===== src/rtl/storage_transfer_controller.sv =====
// Storage-to-main-memory block copy engine that owns the storage port while busy.
// Optional XOR checksum of copied words: define STORAGE_TRANSFER_CHECKSUM_EN.
module storage_transfer_controller #(
  parameter int DW             = 32,
  parameter int ADDR_WIDTH     = 14,
  parameter int MEM_ADDR_WIDTH = 16,
  parameter int COUNT_WIDTH    = 14
) (
  input  logic                      clock,
  input  logic                      reset,
  input  logic                      start,
  input  logic [ADDR_WIDTH-1:0]     src_address,
  input  logic [MEM_ADDR_WIDTH-1:0] dst_address,
  input  logic [COUNT_WIDTH-1:0]    word_count,
  output logic                      busy,
  output logic                      done,
  input  logic [ADDR_WIDTH-1:0]     cpu_storage_address,
  input  logic [DW-1:0]             cpu_storage_data,
  input  logic                      cpu_storage_write_enable,
  output logic                      cpu_storage_granted,
  output logic [ADDR_WIDTH-1:0]     storage_address,
  output logic [DW-1:0]             storage_input_data,
  output logic                      storage_write_enable,
  input  logic [DW-1:0]             storage_output_data,
`ifdef STORAGE_TRANSFER_CHECKSUM_EN
  output logic [DW-1:0]             checksum,
`endif
  output logic [MEM_ADDR_WIDTH-1:0] memory_address,
  output logic [DW-1:0]             memory_data,
  output logic                      memory_write_enable
);

  typedef enum logic [1:0] {IDLE, READ, WRITE, DONE} state_t;

  localparam logic [COUNT_WIDTH-1:0]    CNT_ONE = {{(COUNT_WIDTH-1){1'b0}}, 1'b1};
  localparam logic [ADDR_WIDTH-1:0]     SRC_ONE = {{(ADDR_WIDTH-1){1'b0}}, 1'b1};
  localparam logic [MEM_ADDR_WIDTH-1:0] DST_ONE = {{(MEM_ADDR_WIDTH-1){1'b0}}, 1'b1};

  state_t                    state, state_nxt;
  logic [ADDR_WIDTH-1:0]     src_ptr;
  logic [MEM_ADDR_WIDTH-1:0] dst_ptr;
  logic [COUNT_WIDTH-1:0]    cnt;
  logic                      accept;

  assign accept = (state == IDLE) && start;

  always_ff @(posedge clock or negedge reset) begin
    if (!reset) begin
      state   <= IDLE;
      src_ptr <= '0;
      dst_ptr <= '0;
      cnt     <= '0;
    end else begin
      state <= state_nxt;
      if (accept && word_count != '0) begin
        src_ptr <= src_address;
        dst_ptr <= dst_address;
        cnt     <= word_count;
      end else if (state == WRITE) begin
        // pointers wrap silently at their natural widths
        src_ptr <= src_ptr + SRC_ONE;
        dst_ptr <= dst_ptr + DST_ONE;
        cnt     <= cnt - CNT_ONE;
      end
    end
  end

  always_comb begin
    state_nxt = state;
    unique case (state)
      IDLE:    if (start) state_nxt = (word_count == '0) ? DONE : READ;
      READ:    state_nxt = WRITE;
      WRITE:   state_nxt = (cnt == CNT_ONE) ? DONE : READ;
      DONE:    state_nxt = IDLE;
      default: state_nxt = IDLE;
    endcase
  end

  assign busy                = (state == READ) || (state == WRITE);
  assign done                = (state == DONE);
  assign memory_write_enable = (state == WRITE);
  // read data registered by the drive lands during WRITE, so it goes straight out
  assign memory_address      = memory_write_enable ? dst_ptr : '0;
  assign memory_data         = memory_write_enable ? storage_output_data : '0;

  assign cpu_storage_granted  = !busy;
  assign storage_address      = busy ? src_ptr : cpu_storage_address;
  assign storage_input_data   = busy ? '0 : cpu_storage_data;
  assign storage_write_enable = busy ? 1'b0 : cpu_storage_write_enable;

`ifdef STORAGE_TRANSFER_CHECKSUM_EN
  always_ff @(posedge clock or negedge reset) begin
    if (!reset)                    checksum <= '0;
    else if (accept)               checksum <= '0;
    else if (memory_write_enable)  checksum <= checksum ^ storage_output_data;
  end
`endif

endmodule


===== config.mk =====
export PLATFORM = sky130hd
export DESIGN_NAME = storage_transfer_controller
export DESIGN_NICKNAME = d
export VERILOG_FILES = /design/src/rtl/storage_transfer_controller.sv
export SDC_FILE = /design/constraint.sdc
export NUM_CORES = 1
export LEC_CHECK = 0
export ABC_AREA = 1
export CAP_MARGIN = 25
export CORE_ASPECT_RATIO = 2
export CORE_MARGIN = 2
export CORE_UTILIZATION = 36
export DETAILED_ROUTE_END_ITERATION = 10
export PLACE_DENSITY = 0.79
export SYNTH_ARGS = -nofsm -noshare
export SYNTH_HDL_FRONTEND = slang
export SYNTH_SLANG_ARGS = --single-unit

===== constraint.sdc =====
create_clock -name clock -period 1.5 [get_ports clock]
set_input_delay 0.15 -clock clock [delete_from_list [all_inputs] [get_ports clock]]
set_output_delay 0.15 -clock clock [all_outputs]
set_load 0.02 [all_outputs]

After elaboration in Yosys (flattened, before gate mapping). Cells that the tools add are included.

Equal/unequal tests: 5. Add/subtract/negate cells: 3. Reduce and logical (&&, ||, !) cells: 8. Multiplexer cells: 15.

Operators by type and width (number): 14-bit two-way mux (5); 32-bit two-way mux (2); 16-bit two-way mux (3); 16-bit by 1-bit adder with 16-bit output (second input constant) (1); 14-bit by 1-bit adder with 14-bit output (second input constant) (1); 14-bit by 1-bit equality test with 1-bit output (second input constant) (1); 14-bit logical NOT (1); 14-bit nonzero test (1); 14-bit by 1-bit subtractor with 14-bit output (second input constant) (1); 2-bit case mux with 4 select lines (1); 2-bit two-way mux (3); 2-bit equality test (second input constant) (2); 2-bit by 1-bit equality test with 1-bit output (second input constant) (1); 1-bit logical AND (2); 2-bit logical NOT (1); 2-bit inequality test (second input constant) (1); 2-bit nonzero test (1); 1-bit logical NOT (1); 1-bit logical OR (1); 1-bit two-way mux (1).

Bits of input ports: 126. Register bits: 46. Output and inout port bits: 99.

Longest topological paths before layout. Gate-level depths: netlist of the first run.

Depth after elaboration: 4. Mapped depth: 10. Depth with buffers taken out: 9.

Worst setup path after synthesis of the first run. OpenSTA, ideal clock, no wires.

Path type: reg2out. From: register state[0]. To: output memory_data[10]. Stages on the path, launching flop included: 8. Path buffers: 3. Arrival time: 1743 ps. Slack: -393 ps. Cells stage by stage: dfrtp_1 inv_1 ha_1 clkbuf_8 clkbuf_1 buf_1 nand2_1 inv_1.

Word-level cells in the longest chain between the ends: 2.

Ends and longest elaborated chain: from (decl) (RTL line 39) `state_t state, state_nxt;`; from (signal assigned) (RTL line 54) `state <= state_nxt;`; 2-bit equality test (RTL line 81) `assign memory_write_enable = (state == WRITE);`; named net memory_write_enable (RTL line 30) `output logic memory_write_enable`; 32-bit two-way mux (RTL line 84) `assign memory_data = memory_write_enable ? storage_output_data : '0;`; to (decl) (RTL line 29) `output logic [DW-1:0] memory_data,`.

The timed path passes the listed nets, and every way through them passes these cells.

Final worst setup path of the first run.
From: register state[0]. To: register src_ptr[4].

Word-level cells in the longest chain between the ends: 4. Elaborated cells on any way between the ends: 6. Those cells by class: eq/ne: 1; mux: 1; reduce/logical: 4.

Ends and longest elaborated chain: 2-bit logical NOT (RTL line 45) `assign accept = (state == IDLE) && start;`; 1-bit logical AND (RTL line 45); 1-bit logical AND (RTL line 55) `if (accept && word_count != '0) begin`; 14-bit two-way mux or 2-bit nonzero test (tied branches); to (signal assigned) (RTL line 56) `src_ptr <= src_address;`; to (signal assigned) (RTL line 61) `src_ptr <= src_ptr + SRC_ONE;`; to (decl) (RTL line 40) `logic [ADDR_WIDTH-1:0] src_ptr;`.

Parallel ways exist; a longest one is shown, timed or not. A chain may end at the register's enable or synchronous reset.

==> results of run 1 <==
==> how the worst max path moves through the flow <==
| stage | to | slack, ns | depth (start not counted) |
|---|---|---|---|
| CTS | memory_data[15] | -0.27 | 9 |
| global route | src_ptr[4] | -0.40 | 11 |
| finish | src_ptr[4] | -0.31 | 11 |
| global placement | storage_address[11] | -0.36 | 7 |
| floorplan | memory_address[10] | -0.02 | 7 |
| detailed placement | storage_address[11] | -0.40 | 7 |
==> registers in the layout, summed over array words and instances (netlist names) <==
| name | count |
|---|---|
| dst_ptr | 16 |
| cnt | 14 |
| src_ptr | 14 |
| state | 2 |
==> Yosys cell counts (2+ instances only) <==
master | n | area share, %
nand2_1 | 237 | 22
inv_1 | 129 | 12
nand3_1 | 92 | 11
nor2_1 | 76 | 6.9
dfrtp_1 | 46 | 28
o21ai_0 | 17 | 2.1
nand4_1 | 14 | 2.1
xor2_1 | 14 | 3.0
buf_2 | 12 | 1.5
clkbuf_1 | 9 | 0.82
nand3b_1 | 9 | 1.6
ha_1 | 8 | 2.4
buf_1 | 6 | 0.55
buf_6 | 4 | 1.1
xnor2_1 | 4 | 0.85
a21oi_1 | 3 | 0.36
nor2_2 | 3 | 0.46
nand2_2 | 2 | 0.30
nand2_4 | 2 | 0.55
nand3_2 | 2 | 0.49
nor2_4 | 2 | 0.55
==> stage by stage <==
stage / cells / TNS (ns) / hold WS (ns) / utilization (%)
after detailed placement: 1097 / -41.49 / 0.147 / 65.3
after global placement: 1097 / -38.85 / 0.143 / 65.3
after floorplan: 700 / -0.519 / -0.146 / -
after global routing: 1141 / -37.69 / 0.411 / 81.0
after CTS: 1130 / -27.04 / 0.382 / 73.8
final: 1141 / -29.26 / 0.375 / 81.0
==> metal layers <==
layer / part of all wire [%] / wire length [um] / up-vias
met5: 0 / 0 / -
met4: 5.8 / 1160 / 0
met3: 5.9 / 1170 / 70
met2: 57 / 11400 / 250
met1: 31 / 6230 / 2725
li1: - / - / 2719
==> report_power, final <==
part           leakage (nW)  internal, mW  switching [mW]
Sequential            0.565          1.85           0.878
Combinational          4.26          7.80            8.14
Clock                0.0739         0.662           0.479
==> kinds of logic after synthesis <==
group | after synthesis | synth area share (%)
xor gates and xnor gates | 18 | 3.83
DFF | 46 | 27.9
AOI/OAI and AO/OA | 25 | 3.49
adders and majority gates | 8 | 2.43
buffers and inverters | 161 | 16.0
and+or+nand+nor | 442 | 46.3
==> repair_timing <==
action,CTS,global route
pin swaps,26,26
gates cloned,8,7
resized for setup,684,219
setup endpoints to repair,140,143
setup buffers,18,9
hold buffers,1,0
endpoints found under the hold margin,46,0
==> cell type report <==
| class | count | area share (%) |
|---|---|---|
| antenna | 1 | 0.0275 |
| clock buffer | 7 | 1.57 |
| clock inverter | 1 | 0.0551 |
| inverter | 129 | 5.53 |
| multi-input combinational | 493 | 38.2 |
| sequential | 46 | 12.7 |
| tap | 142 | 1.95 |
| timing repair buffer | 322 | 40.0 |
==> critical path, cell delays in order (launching register included) <==
cell	delay, ns
dfrtp_1	0.39
inv_2	0.09
buf_6	0.11
ha_4	0.18
buf_12	0.12
buf_6	0.10
clkinvlp_4	0.14
a21oi_4	0.19
buf_12	0.15
buf_8	0.13
nand2_1	0.06
nand3_1	0.08
==> results.tsv, run 1 <==
stage	metric	value	unit
placement	Place WS	-0.399	ns
cells_and_area	commonest non-fill, non-tap cell in the layout	nand2_1	
clock_network	H-tree depth	2	
power_and_ir_drop	PD cells	2180	nW/um^2
timing	final worst path period share	120	%
logic_synthesis	Post-synth EDFFs	0	
die	die height	155	um
cells_and_area	area of the multi-input gates	3470	um^2
cells_and_area	layout cells sized above 1	46.1	%
global_routing	GR Layer Usage met2	53.3	%
logic_synthesis	ys async rst share	100	%
global_routing	grt ovf	0	
die	num rows	55	
global_routing	met3 Use GR	3.65	%
clock_network	number of CTS-inserted buffers	5	
logic_synthesis	Top FF cell, synth	dfrtp_1	
clock_network	clk buf depth	2	
timing	Slew Limit Fails	0	
logic_synthesis	Yosys reg bits	46	
global_routing	met1 usage	25.2	%
timing	slew at the pin closest to its max-slew limit	0.393	ns
critical_path	Worst Setup SP	state[0]	
global_routing	initial antenna violation count	1	
clock_network	Worst-path clk slew	0.07	ns
outcome	status	complete, but fails checks	
critical_path	crit path launch type	register	
outcome	violated checks	setup timing	
clock_network	Clk Latency, worst-skew pair	0.29	ns
clock_network	Root Driver	clkbuf_16	
logic_synthesis	Synthesized Nets	834	
critical_path	FF-to-FF setup slack	-0.31	ns
critical_path	crit path DAT	2.03	ns
detailed_routing	routed vias/inst	5.05	
timing	slew margin rel.	73.8	%
timing	Final Hold Fails	0	
global_routing	Tot GR Track Use	27.1	%
logic_synthesis	sequential-to-total area share from yosys stat	27.9	%
global_routing	first-pass GRT wire length	26200	um
global_routing	largest net degree at the start of global routing	29	
logic_synthesis	gate count after technology mapping	700	
worst_hold_path	Hold WC Path Type	in -> async	
cells_and_area	register area	1150	um^2
placement	Area after DPL	7320	um^2
cells_and_area	Filler cells	668	
detailed_routing	routed len/inst	17.5	um
critical_path	Crit Reg-Reg Startpoint	state[0]	
detailed_routing	vias	5764	
detailed_routing	First DRT Iteration DRCs	173	
global_routing	GR peak layer	met2	
placement	DP Wirelength	12500	um
logic_synthesis	synth unique cells	30	
logic_synthesis	syn avg cell area	5.88	um^2
critical_path	critical-path maximum fanout	5	
timing	setup ws final	-0.306	ns
cells_and_area	Final #Nets	1131	
clock_network	CTS tree	done	
detailed_routing	DR DRC count	0	
placement	GP Congestion	0.954	
power_and_ir_drop	power consumption	19.8	mW
critical_path	required time worst endpoint	1.72	ns
cells_and_area	Synth-to-Final Area Change	121	%
critical_path	Reg-to-Reg End	src_ptr[4]	
clock_network	clock sink total	46	
timing	RSZ-0062 raised after global routing	yes	
timing	Setup Viol. Count Final	143	
global_routing	vias in the first global route	5567	
logic_synthesis	Post-Synthesis Cell Area	4120	um^2
detailed_routing	First-pass DRT Iterations	5	
logic_synthesis	synth warn	0	
die	die width	79.6	um
die	I/O pins	225	
timing	final clock skew	0.00465	ns
critical_path	FF-to-FF path depth	11	
cells_and_area	fin area	9090	um^2
power_and_ir_drop	maximum VDD drop	1.44	mV
die	die area	12400	um^2
placement	# port buffers	224	
die	Core Region	11200	um^2
detailed_routing	final WL	20000	um
flow_run	MaxCap Viol Count	0	
timing	minimum clock period	1.81	ns
critical_path	Worst Setup Path Type	reg -> reg	
timing	Max Fclk	554	MHz
power_and_ir_drop	P_leak	4.90	nW
die	starting density of the core	36.7	%
cells_and_area	commonest non-fill, non-tap cells in the layout	nand2_1 (147), clkdlybuf4s50_1 (124), buf_6 (114)	
detailed_routing	Detail Route Antenna Nets	0	
critical_path	Worst setup EP type	register	
(Power assumes the default switching activity.)
==> run 2, diff against run 1 <==
CORE_MARGIN = 8   (was 2)
CORE_UTILIZATION = 40   (was 36)
PLACE_DENSITY = 0.83   (was 0.79)
clock period = 2.24 ns   (was 1.5 ns; I/O delays follow)
==> run 2 against run 1 <==
The flow now finishes without violations. Critical path depth decreased by 7. Count of clock-buffer cells in the layout increased by 1. Sequential share of layout area rose by 4.5 points. Die area is 13% higher. Combinational power decreased by 64%. Setup slack better by 0.39 ns. Core utilization shrank 14 points. Highest routed layer unchanged. Flip-flop and latch count stayed put. Clock power fell by 28%. Total power down 58%. Largest cell class unchanged. Sequential power down 36%. Clock skew is 0.0014 ns higher.
==> results.tsv, run 2 (synthesized netlist as in run 1, its figures left out) <==
stage	metric	value	unit
outcome	status	completed	
clock_network	CTS tree	done	
timing	minimum clock period	2.16	ns
cells_and_area	fin area	6720	um^2
clock_network	Root Driver	clkbuf_16	
global_routing	initial antenna violation count	0	
timing	Final Hold Fails	0	
timing	Slew Limit Fails	0	
global_routing	Tot GR Track Use	21.8	%
die	die width	87.8	um
cells_and_area	Largest register FFs	16	
power_and_ir_drop	PD cells	1220	nW/um^2
die	die height	160	um
flow_run	MaxCap Viol Count	0	
timing	slew margin rel.	38.9	%
detailed_routing	DR DRC count	0	
global_routing	vias in the first global route	4831	
critical_path	Worst Setup Path Type	reg -> out	
critical_path	Worst Setup SP	state[0]	
timing	final worst path period share	96.3	%
die	I/O pins	225	
critical_path	Crit-path slowest cell	clkdlybuf4s50_1	
detailed_routing	vias	5070	
cells_and_area	commonest non-fill, non-tap cell in the layout	nand2_1	
critical_path	crit path DAT	1.93	ns
placement	GP Congestion	0.858	
timing	slew at the pin closest to its max-slew limit	0.916	ns
die	starting density of the core	40.8	%
clock_network	number of CTS-inserted buffers	5	
placement	# port buffers	224	
die	die area	14000	um^2
cells_and_area	largest registers	dst_ptr (16), cnt (14), src_ptr (14)	
detailed_routing	final WL	15600	um
global_routing	largest net degree at the start of global routing	43	
detailed_routing	routed vias/inst	4.80	
die	num rows	52	
worst_hold_path	Hold WC Path Type	in -> async	
critical_path	max incr delay on CP	0.64	ns
critical_path	Crit Reg-Reg Startpoint	state[0]	
clock_network	clock sink total	46	
cells_and_area	commonest non-fill, non-tap cells in the layout	nand2_1 (237), clkdlybuf4s50_1 (141), inv_1 (128)	
cells_and_area	layout cells sized above 1	4.99	%
placement	DP Wirelength	12800	um
cells_and_area	Largest Register	dst_ptr	
timing	final clock skew	0.00609	ns
critical_path	required time worst endpoint	2.02	ns
detailed_routing	Detail Route Antenna Nets	0	
clock_network	postcts setup bufs	0	
timing	Max Fclk	464	MHz
cells_and_area	ANT cells	0	
power_and_ir_drop	P_leak	3.89	nW
cells_and_area	Filler cells	942	
detailed_routing	routed len/inst	14.8	um
power_and_ir_drop	maximum VDD drop	0.921	mV
clock_network	clk buf depth	2	
critical_path	Worst setup EP type	output port	
clock_network	Worst-path clk slew	0.06	ns
global_routing	first-pass GRT wire length	24200	um
die	Core Region	10100	um^2
timing	setup TNS	0	ns
critical_path	critical-path maximum fanout	38	
detailed_routing	First-pass DRT Iterations	4	
global_routing	grt ovf	0	
clock_network	H-tree depth	2	
clock_network	Clk Latency, worst-skew pair	0.29	ns
detailed_routing	First DRT Iteration DRCs	135	
critical_path	Cell Chain, Critical Path	inv_2 -> ha_1 -> buf_12 -> clkdlybuf4s50_1	
timing	Setup Viol. Count Final	0	
placement	Area after DPL	6580	um^2
cells_and_area	Final #Nets	1054	
cells_and_area	Synth-to-Final Area Change	63.2	%
critical_path	crit path launch type	register	
-- run 2: changes by cell type in the layout (fill, tap and decap cells not counted), sizes merged, moves of 5 or more --
cell,previous run,this run
buf,190,20
dlygate4sd2,0,75
clkdlybuf4s50,124,141
dlymetal6s2s,0,7
clkbuf,14,9
-- run 2: final timing paths --
kind / cells after the start / to / slack, ns
worst max-delay path: 4 / busy / 0.08
worst min-delay path: 2 / cnt[7] / 0.46
worst max register to register: 7 / cnt[6] / 0.32
worst min register to register: 2 / src_ptr[13] / 0.56
max in group asynchronous: 3 / dst_ptr[9] / 1.23
min in group clock: 3 / src_ptr[9] / 0.48
-- run 2: cell type report --
class / instances / area (um^2) / share of cell area, %
Timing Repair Buffer: 245 / 2430 / 36.2
Clock buffer: 8 / 166 / 2.48
Sequential cell: 46 / 1150 / 17.1
Multi-Input combinational cell: 493 / 2320 / 34.5
Tap cell: 135 / 169 / 2.51
Inverter: 129 / 484 / 7.20
-- run 2: critical path: cells and delay by family, from the launching register on --
kind / cells / cell delay (ns)
flip-flops: 1 / 0.36
adder cells (fa/ha/maj): 1 / 0.34
buffers and inverters: 3 / 0.93
-- run 2: through the flow --
stage	worst slack (ns)	cells	power [mW]	hold slack (ns)	utilization (%)
final	0.0835	1056	8.23	0.463	66.7
after global routing	-0.00153	1056	8.96	0.506	66.7
after CTS	0.000398	1055	8.24	0.477	66.1
after detailed placement	0.0272	1046	7.85	0.239	65.3
after global placement	0.121	1046	7.77	0.244	65.3
after floorplan	0.273	700	5.19	-0.0716	-
-- run 2: timing repair --
item,CTS,global route
hold buffers,1,0
cloned,0,1
resized for setup,76,9
endpoints found under the setup margin,90,26
hold endpoints to repair,22,0
-- run 2: power breakdown --
group / internal [mW] / switching, mW
Sequential: 1.24 / 0.516
Clock: 0.506 / 0.311
Combinational: 2.25 / 3.41
-- run 2: routing by layer --
metal,part of all wire [%],GRT usage [%],vias to the layer above
met5,0,0,-
met4,2.6,8.13,0
met3,7.1,3.41,25
met2,56,43.8,191
met1,34,20.1,2298
li1,-,-,2556
